**src/rtl/gpr_bank_if.sv**
```systemverilog
// Operand/writeback bus of the GPR bank: write, flag and clear controls in,
// combinational read data and clear-engine status out.
interface gpr_bank_if #(
  parameter int unsigned DW = 32,
  parameter int unsigned AW = 5
);
  logic          we;
  logic [1:0]    flag_op;
  logic [AW-1:0] a1;
  logic [AW-1:0] a2;
  logic [AW-1:0] awr;
  logic [DW-1:0] din;
  logic [DW-1:0] nflag;
  logic          clr_req;
  logic [DW-1:0] rd1;
  logic [DW-1:0] rd2;
  logic [DW-1:0] flag;
  logic          busy;
  logic          done;

  modport master (
    output we, flag_op, a1, a2, awr, din, nflag, clr_req,
    input  rd1, rd2, flag, busy, done
  );

  modport slave (
    input  we, flag_op, a1, a2, awr, din, nflag, clr_req,
    output rd1, rd2, flag, busy, done
  );
endinterface

```
**src/rtl/gpr_bank.sv**
```systemverilog
// Two-read/one-write register bank with a relocatable flag register,
// optional write-to-read bypass and a one-register-per-cycle clear sweep.
module gpr_bank #(
  parameter int unsigned DW        = 32,
  parameter int unsigned AW        = 5,
  parameter int unsigned FLAG_ADDR = 31,
  parameter bit          BYPASS    = 1'b0
) (
  input  logic         clk,
  input  logic         reset,
  gpr_bank_if.slave    bus
);

  localparam int unsigned   DEPTH    = 2 ** AW;
  localparam logic [AW-1:0] FLAG_IDX = AW'(FLAG_ADDR);
  localparam logic [AW-1:0] LAST_IDX = AW'(DEPTH - 1);

  typedef enum logic {
    ST_IDLE  = 1'b0,
    ST_CLEAR = 1'b1
  } state_e;

  typedef enum logic [1:0] {
    OP_DIS    = 2'b00,
    OP_SET    = 2'b01,
    OP_SET_WR = 2'b10,
    OP_RSVD   = 2'b11
  } flag_op_e;

  state_e        state_q, state_d;
  logic [AW-1:0] cnt_q,   cnt_d;
  logic          busy_q,  busy_d;
  logic          done_q,  done_d;
  logic [DW-1:0] regs_q [DEPTH];
  logic [DW-1:0] regs_d [DEPTH];

  logic          idle_c;
  logic          gpr_wr_c;
  logic          flag_wr_c;
  logic [DW-1:0] rd1_c;
  logic [DW-1:0] rd2_c;
  logic [DW-1:0] flag_c;

  // Commit qualifiers; both are suppressed while the sweep owns the array.
  always_comb begin
    idle_c    = (state_q == ST_IDLE);
    gpr_wr_c  = idle_c && bus.we && (bus.awr != '0) &&
                ((bus.flag_op == OP_DIS) || (bus.flag_op == OP_SET_WR));
    flag_wr_c = idle_c &&
                ((bus.flag_op == OP_SET) || (bus.flag_op == OP_SET_WR));
  end

  // Next-state, array update and registered status.
  always_comb begin
    state_d = state_q;
    cnt_d   = cnt_q;
    regs_d  = regs_q;

    case (state_q)
      ST_IDLE: begin
        if (gpr_wr_c) begin
          regs_d[bus.awr] = bus.din;
        end
        // Flag write is applied last so it wins on awr == FLAG_ADDR.
        if (flag_wr_c) begin
          regs_d[FLAG_IDX] = bus.nflag;
        end
        if (bus.clr_req) begin
          state_d = ST_CLEAR;
          cnt_d   = AW'(1);
        end
      end
      ST_CLEAR: begin
        regs_d[cnt_q] = '0;
        cnt_d         = cnt_q + AW'(1);
        if (cnt_q == LAST_IDX) begin
          state_d = ST_IDLE;
        end
      end
      default: begin
        state_d = ST_IDLE;
      end
    endcase

    regs_d[0] = '0;
    busy_d    = (state_d == ST_CLEAR);
    done_d    = (state_d == ST_CLEAR) && (cnt_d == LAST_IDX);
  end

  always_ff @(posedge clk or negedge reset) begin
    if (!reset) begin
      state_q <= ST_IDLE;
      cnt_q   <= '0;
      busy_q  <= 1'b0;
      done_q  <= 1'b0;
      for (int i = 0; i < int'(DEPTH); i++) begin
        regs_q[i] <= '0;
      end
    end else begin
      state_q <= state_d;
      cnt_q   <= cnt_d;
      busy_q  <= busy_d;
      done_q  <= done_d;
      regs_q  <= regs_d;
    end
  end

  // Combinational read ports; bypass forwards only commits happening this edge.
  always_comb begin
    rd1_c  = regs_q[bus.a1];
    rd2_c  = regs_q[bus.a2];
    flag_c = regs_q[FLAG_IDX];
    if (BYPASS) begin
      if (flag_wr_c && (bus.a1 == FLAG_IDX)) begin
        rd1_c = bus.nflag;
      end else if (gpr_wr_c && (bus.a1 == bus.awr)) begin
        rd1_c = bus.din;
      end
      if (flag_wr_c && (bus.a2 == FLAG_IDX)) begin
        rd2_c = bus.nflag;
      end else if (gpr_wr_c && (bus.a2 == bus.awr)) begin
        rd2_c = bus.din;
      end
      if (flag_wr_c) begin
        flag_c = bus.nflag;
      end else if (gpr_wr_c && (bus.awr == FLAG_IDX)) begin
        flag_c = bus.din;
      end
    end
  end

  assign bus.rd1  = rd1_c;
  assign bus.rd2  = rd2_c;
  assign bus.flag = flag_c;
  assign bus.busy = busy_q;
  assign bus.done = done_q;

endmodule

```
**src/flat_wrapper.sv**
```systemverilog
// flat-port wrapper written by rule: the top's interface ports become plain ports
module gpr_bank_flat 
#(
  parameter int unsigned DW        = 32,
  parameter int unsigned AW        = 5,
  parameter int unsigned FLAG_ADDR = 31,
  parameter bit          BYPASS    = 1'b0
)
  (clk, reset, bus_we, bus_flag_op, bus_a1, bus_a2, bus_awr, bus_din, bus_nflag, bus_clr_req, bus_rd1, bus_rd2, bus_flag, bus_busy, bus_done);
  gpr_bank_if #(.DW(DW), .AW(AW)) bus_i ();
  input  logic clk;
  input  logic reset;
  input wire logic [$bits(bus_i.we)-1:0] bus_we;
  input wire logic [$bits(bus_i.flag_op)-1:0] bus_flag_op;
  input wire logic [$bits(bus_i.a1)-1:0] bus_a1;
  input wire logic [$bits(bus_i.a2)-1:0] bus_a2;
  input wire logic [$bits(bus_i.awr)-1:0] bus_awr;
  input wire logic [$bits(bus_i.din)-1:0] bus_din;
  input wire logic [$bits(bus_i.nflag)-1:0] bus_nflag;
  input wire logic [$bits(bus_i.clr_req)-1:0] bus_clr_req;
  output wire logic [$bits(bus_i.rd1)-1:0] bus_rd1;
  output wire logic [$bits(bus_i.rd2)-1:0] bus_rd2;
  output wire logic [$bits(bus_i.flag)-1:0] bus_flag;
  output wire logic [$bits(bus_i.busy)-1:0] bus_busy;
  output wire logic [$bits(bus_i.done)-1:0] bus_done;
  assign bus_i.we = bus_we;
  assign bus_i.flag_op = bus_flag_op;
  assign bus_i.a1 = bus_a1;
  assign bus_i.a2 = bus_a2;
  assign bus_i.awr = bus_awr;
  assign bus_i.din = bus_din;
  assign bus_i.nflag = bus_nflag;
  assign bus_i.clr_req = bus_clr_req;
  assign bus_rd1 = bus_i.rd1;
  assign bus_rd2 = bus_i.rd2;
  assign bus_flag = bus_i.flag;
  assign bus_busy = bus_i.busy;
  assign bus_done = bus_i.done;
  gpr_bank #(.DW(DW), .AW(AW), .FLAG_ADDR(FLAG_ADDR), .BYPASS(BYPASS)) u_core (.clk(clk), .reset(reset), .bus(bus_i));
endmodule
```
**config.mk**
```make
export PLATFORM = sky130hd
export DESIGN_NAME = gpr_bank_flat
export DESIGN_NICKNAME = d
export VERILOG_FILES = /design/src/rtl/gpr_bank_if.sv /design/src/rtl/gpr_bank.sv /design/src/flat_wrapper.sv
export SDC_FILE = /design/constraint.sdc
export NUM_CORES = 2
export LEC_CHECK = 0
export ABC_CLOCK_PERIOD_IN_PS = 3200
export CORE_UTILIZATION = 45
export CTS_BUF_LIST = sky130_fd_sc_hd__clkbuf_4 sky130_fd_sc_hd__clkbuf_8 sky130_fd_sc_hd__clkbuf_16
export DETAILED_ROUTE_END_ITERATION = 10
export PLACE_DENSITY = 0.66
export SKIP_LAST_GASP = 1
export SLEW_MARGIN = 20
export SYNTH_ARGS = -nofsm -noshare
export SYNTH_HDL_FRONTEND = slang
export SYNTH_SLANG_ARGS = --single-unit
```
**constraint.sdc**
```tcl
create_clock -name clk -period 3.2 [get_ports clk]
set_input_delay 0.64 -clock clk [delete_from_list [all_inputs] [get_ports clk]]
set_output_delay 0.64 -clock clk [all_outputs]
set_load 0.02 [all_outputs]
```
==> results.cfg <==
[run_status]
status = finished, violations left
violations = setup timing

[logic_synthesis]
ys_seq_area_frac = 0.477
ys_async_sr_fraction = 1.00
synthTopCellsByArea = dfrtp_1, a22o_1, mux4_2
synth_top_area_frac = 0.477
syn_area_per_cell_sq_um = 13.6
synth-main-ff-cell = dfrtp_1
synthDistinctLibCells = 47
yosysWarnings = 0
syn_nets = 3950
synth_common_cells = a22o_1, dfrtp_1, mux4_2
synth_edf_count = 0
ys_ff_latch = 999
post-synth-top-area-cell = dfrtp_1
synth.most_common_cell = a22o_1
synth_area_sq_mm = 0.0525
synth_cells = 3858

[power]
seqPwrFrac = 0.400
powerDensity_mw_per_mm2 = 533
pwr-share-clk = 0.400
combPwrFrac = 0.200
p_int_mw = 24.4
p_leak_nw = 29.4
vdd_drop_max_mv = 0.499
switchingPower_mw = 10.4
swShare = 0.299

[clocking]
clock_latency_ps = 720
clock-sinks = 999
cts.path.max_buffers = 3
cts_tree = yes
cts_root_buf = clkbuf_16
cts_buffers = 109
clk_pin_slew_ps = 60
htree_levels = 3

[die]
rows = 124
die_area_sq_mm = 0.118
core_area_sq_mm = 0.115
die_x_microns = 343
die_h_microns = 343
io_pins = 183
start_util = 0.456

[drt]
wl_met1_mm = 76.8
drtIter0Drc = 5857
first_pass_iters = 6
post_drt_wl_per_cell_microns = 35.7
via_per_inst = 7.34
wl_met2_mm = 91.0
route.detailed.drc = 0
final_antenna_net_count = 0
dr_wl_met3_mm = 26.4
routed_wl_mm = 207
via_count = 42600
highest_layer = met5

[sta]
fmax_ghz = 0.305
hold_violations = 0
postLayoutSetupSlackWorst_ps = -76.9
tightest_slew_ps = 1170
skew_ps = 16.5
slew_headroom = 0.221
grt_setup_unrepaired = true
setup_viol_count_final = 9
maxSlewViolCount = 0
fin_crit_ps = 3280
whs_ps = 466
fin_crit_sh = 1.02

[placement]
dp_hpwl_mm = 130
placed_cell_area_sq_mm = 0.0597
globalplace.congestion = 0.929
io_buffers = 182
place_inst = 5538

[global_route]
first_global_vias = 42900
gr-total-overflow = 0
grt_pass1_wl_mm = 301
antenna_found_initial = 4
grt_start_max_net_pins = 91
grt_use_total = 0.350

[finish]
final_nets = 4285
final_area_sq_mm = 0.0653
layout-drive-gt1-share = 0.350
syn2layout_area_growth_pct = 24.6
fin_cells = 5798
nFillCells = 8898
fin_util = 0.568

[critical_path]
path_max_fanout = 7
critPathLaunchType = input pin
crit_arrival_ps = 2640
end_kind = output port
worstPathRequired_ps = 2560
path_class = in -> out

[min_path]
hold_path.class = in -> async

[flow_run]
timing.max_cap.violations = 0
## flip-flops by register name, summed over array words and instances (netlist names)
signal / count
u_core.state_q: 1
u_core.regs_q: 960
u_core.cnt_q: 5
u_core.bus.done: 1
u_core.bus.flag: 32
## cells by family after synthesis
kind of cell               Yosys count  synth area share
adders and majority gates            7           0.00167
AOI/OAI and AO/OA                 1480             0.235
and+or+nand+nor                    152            0.0202
DFF                                999             0.477
xor gates and xnor gates             1          0.000167
muxes                              673             0.222
buffers and inverters              546            0.0450
## per-layer routing
| layer | vias to the layer above | track usage |
|---|---|---|
| met3 | 740 | 0.105 |
| li1 | 16400 | - |
| met2 | 3504 | 0.517 |
| met1 | 22000 | 0.462 |
| met5 | - | 0 |
| met4 | 6 | 0.194 |
## what timing repair did
item                                   in CTS  in global routing
resized for setup                         354                 85
buffers inserted                           27                 18
endpoints found under the hold margin      26                  0
cloned                                      7                  5
pin swaps                                  24                 29
hold buffers                                1                  0
setup endpoints to repair                  64                 55
## layout by cell type (no fill, tap or decap), types with 8 or more instances in the layout
cell type        Yosys  final
o31ai_1             64     28
clkdlybuf4s50_1      0    107
mux2i_1            226    223
o2bb2ai_1           32     32
nor3_4               0     17
o21ai_1              1     14
a211oi_1            64     49
mux4_2             384    384
buf_4               41    441
nor2_4               0      8
clkbuf_16            0    115
and2_1              69     65
dfrtp_2              0     13
bufinv_16            0     18
a22o_4               0     12
o21ai_2              0     35
o21ai_4              1     11
clkbuf_8             0     23
clkinvlp_4           0      8
inv_1                9      9
a21oi_4              0     16
buf_6                0     22
a211oi_2             0     13
clkbuf_4             0     16
buf_2              124     27
o22ai_1             64     64
a22o_1            1154   1142
dfrtp_1            999    986
mux2_2              63     63
o31ai_4              0     10
clkinv_2             0     21
buf_16               0     14
buf_12               0    127
o31ai_2              0     26
## layout make-up
| class | instances | area, sq um | area share |
|---|---|---|---|
| Multi-Input combinational cell | 2313 | 26400 | 0.404 |
| Tap cell | 1512 | 1890 | 0.0290 |
| Antenna cell | 3 | 7.51 | 0.000115 |
| Clock buffer | 149 | 3190 | 0.0488 |
| Sequential cell | 999 | 25000 | 0.383 |
| Timing Repair Buffer | 761 | 8060 | 0.123 |
| Inverter | 9 | 33.8 | 0.000517 |
| Clock inverter | 52 | 768 | 0.0118 |
## critical path, cell delays in order
cell	delay, ps
bufbuf_16	280
buf_16	170
buf_4	140
mux4_2	320
mux2i_1	60
buf_4	150
and2_1	170
o31ai_1	370
clkdlybuf4s15_2	330
## path summary, 6_finish.rpt
| path | start | end | slack, ps | cells after the start |
|---|---|---|---|---|
| setup reg to reg | u_core.cnt_q[0]$_DFF_PN0_ | u_core.regs_q[393]$_DFFE_PN0P_ | 570 | 5 |
| hold reg to reg | u_core.regs_q[611]$_DFFE_PN0P_ | u_core.regs_q[611]$_DFFE_PN0P_ | 510 | 1 |
| min in group clk | u_core.regs_q[611]$_DFFE_PN0P_ | u_core.regs_q[611]$_DFFE_PN0P_ | 510 | 1 |
| setup / recovery | bus_a2[0] | bus_rd2[15] | -80 | 9 |
| max in group asynchronous | reset | u_core.bus.flag[22]$_DFFE_PN0P_ | 1660 | 3 |
| hold / removal | reset | u_core.bus.flag[0]$_DFFE_PN0P_ | 470 | 2 |
## power by group through the flow
stage               registers, mW  logic [mW]  clock network (mW)
floorplan                    13.8        3.41                   0
global placement             14.1        6.49                   0
detailed placement           14.1        6.54                   0
CTS                          13.9        6.76                14.0
global route                 14.0        7.14                14.5
finish                       13.9        6.95                13.9
## through the flow
step / setup TNS (ps) / power [mW] / worst slack, ps
finish: -271 / 34.8 / -76.9
detailed placement: -28600 / 20.7 / -570
CTS: -499 / 34.7 / -77.4
global placement: -28890 / 20.6 / -585
floorplan: 0 / 17.2 / 128
global route: -434 / 35.7 / -82.8
Power figures use the tool's default switching activity.
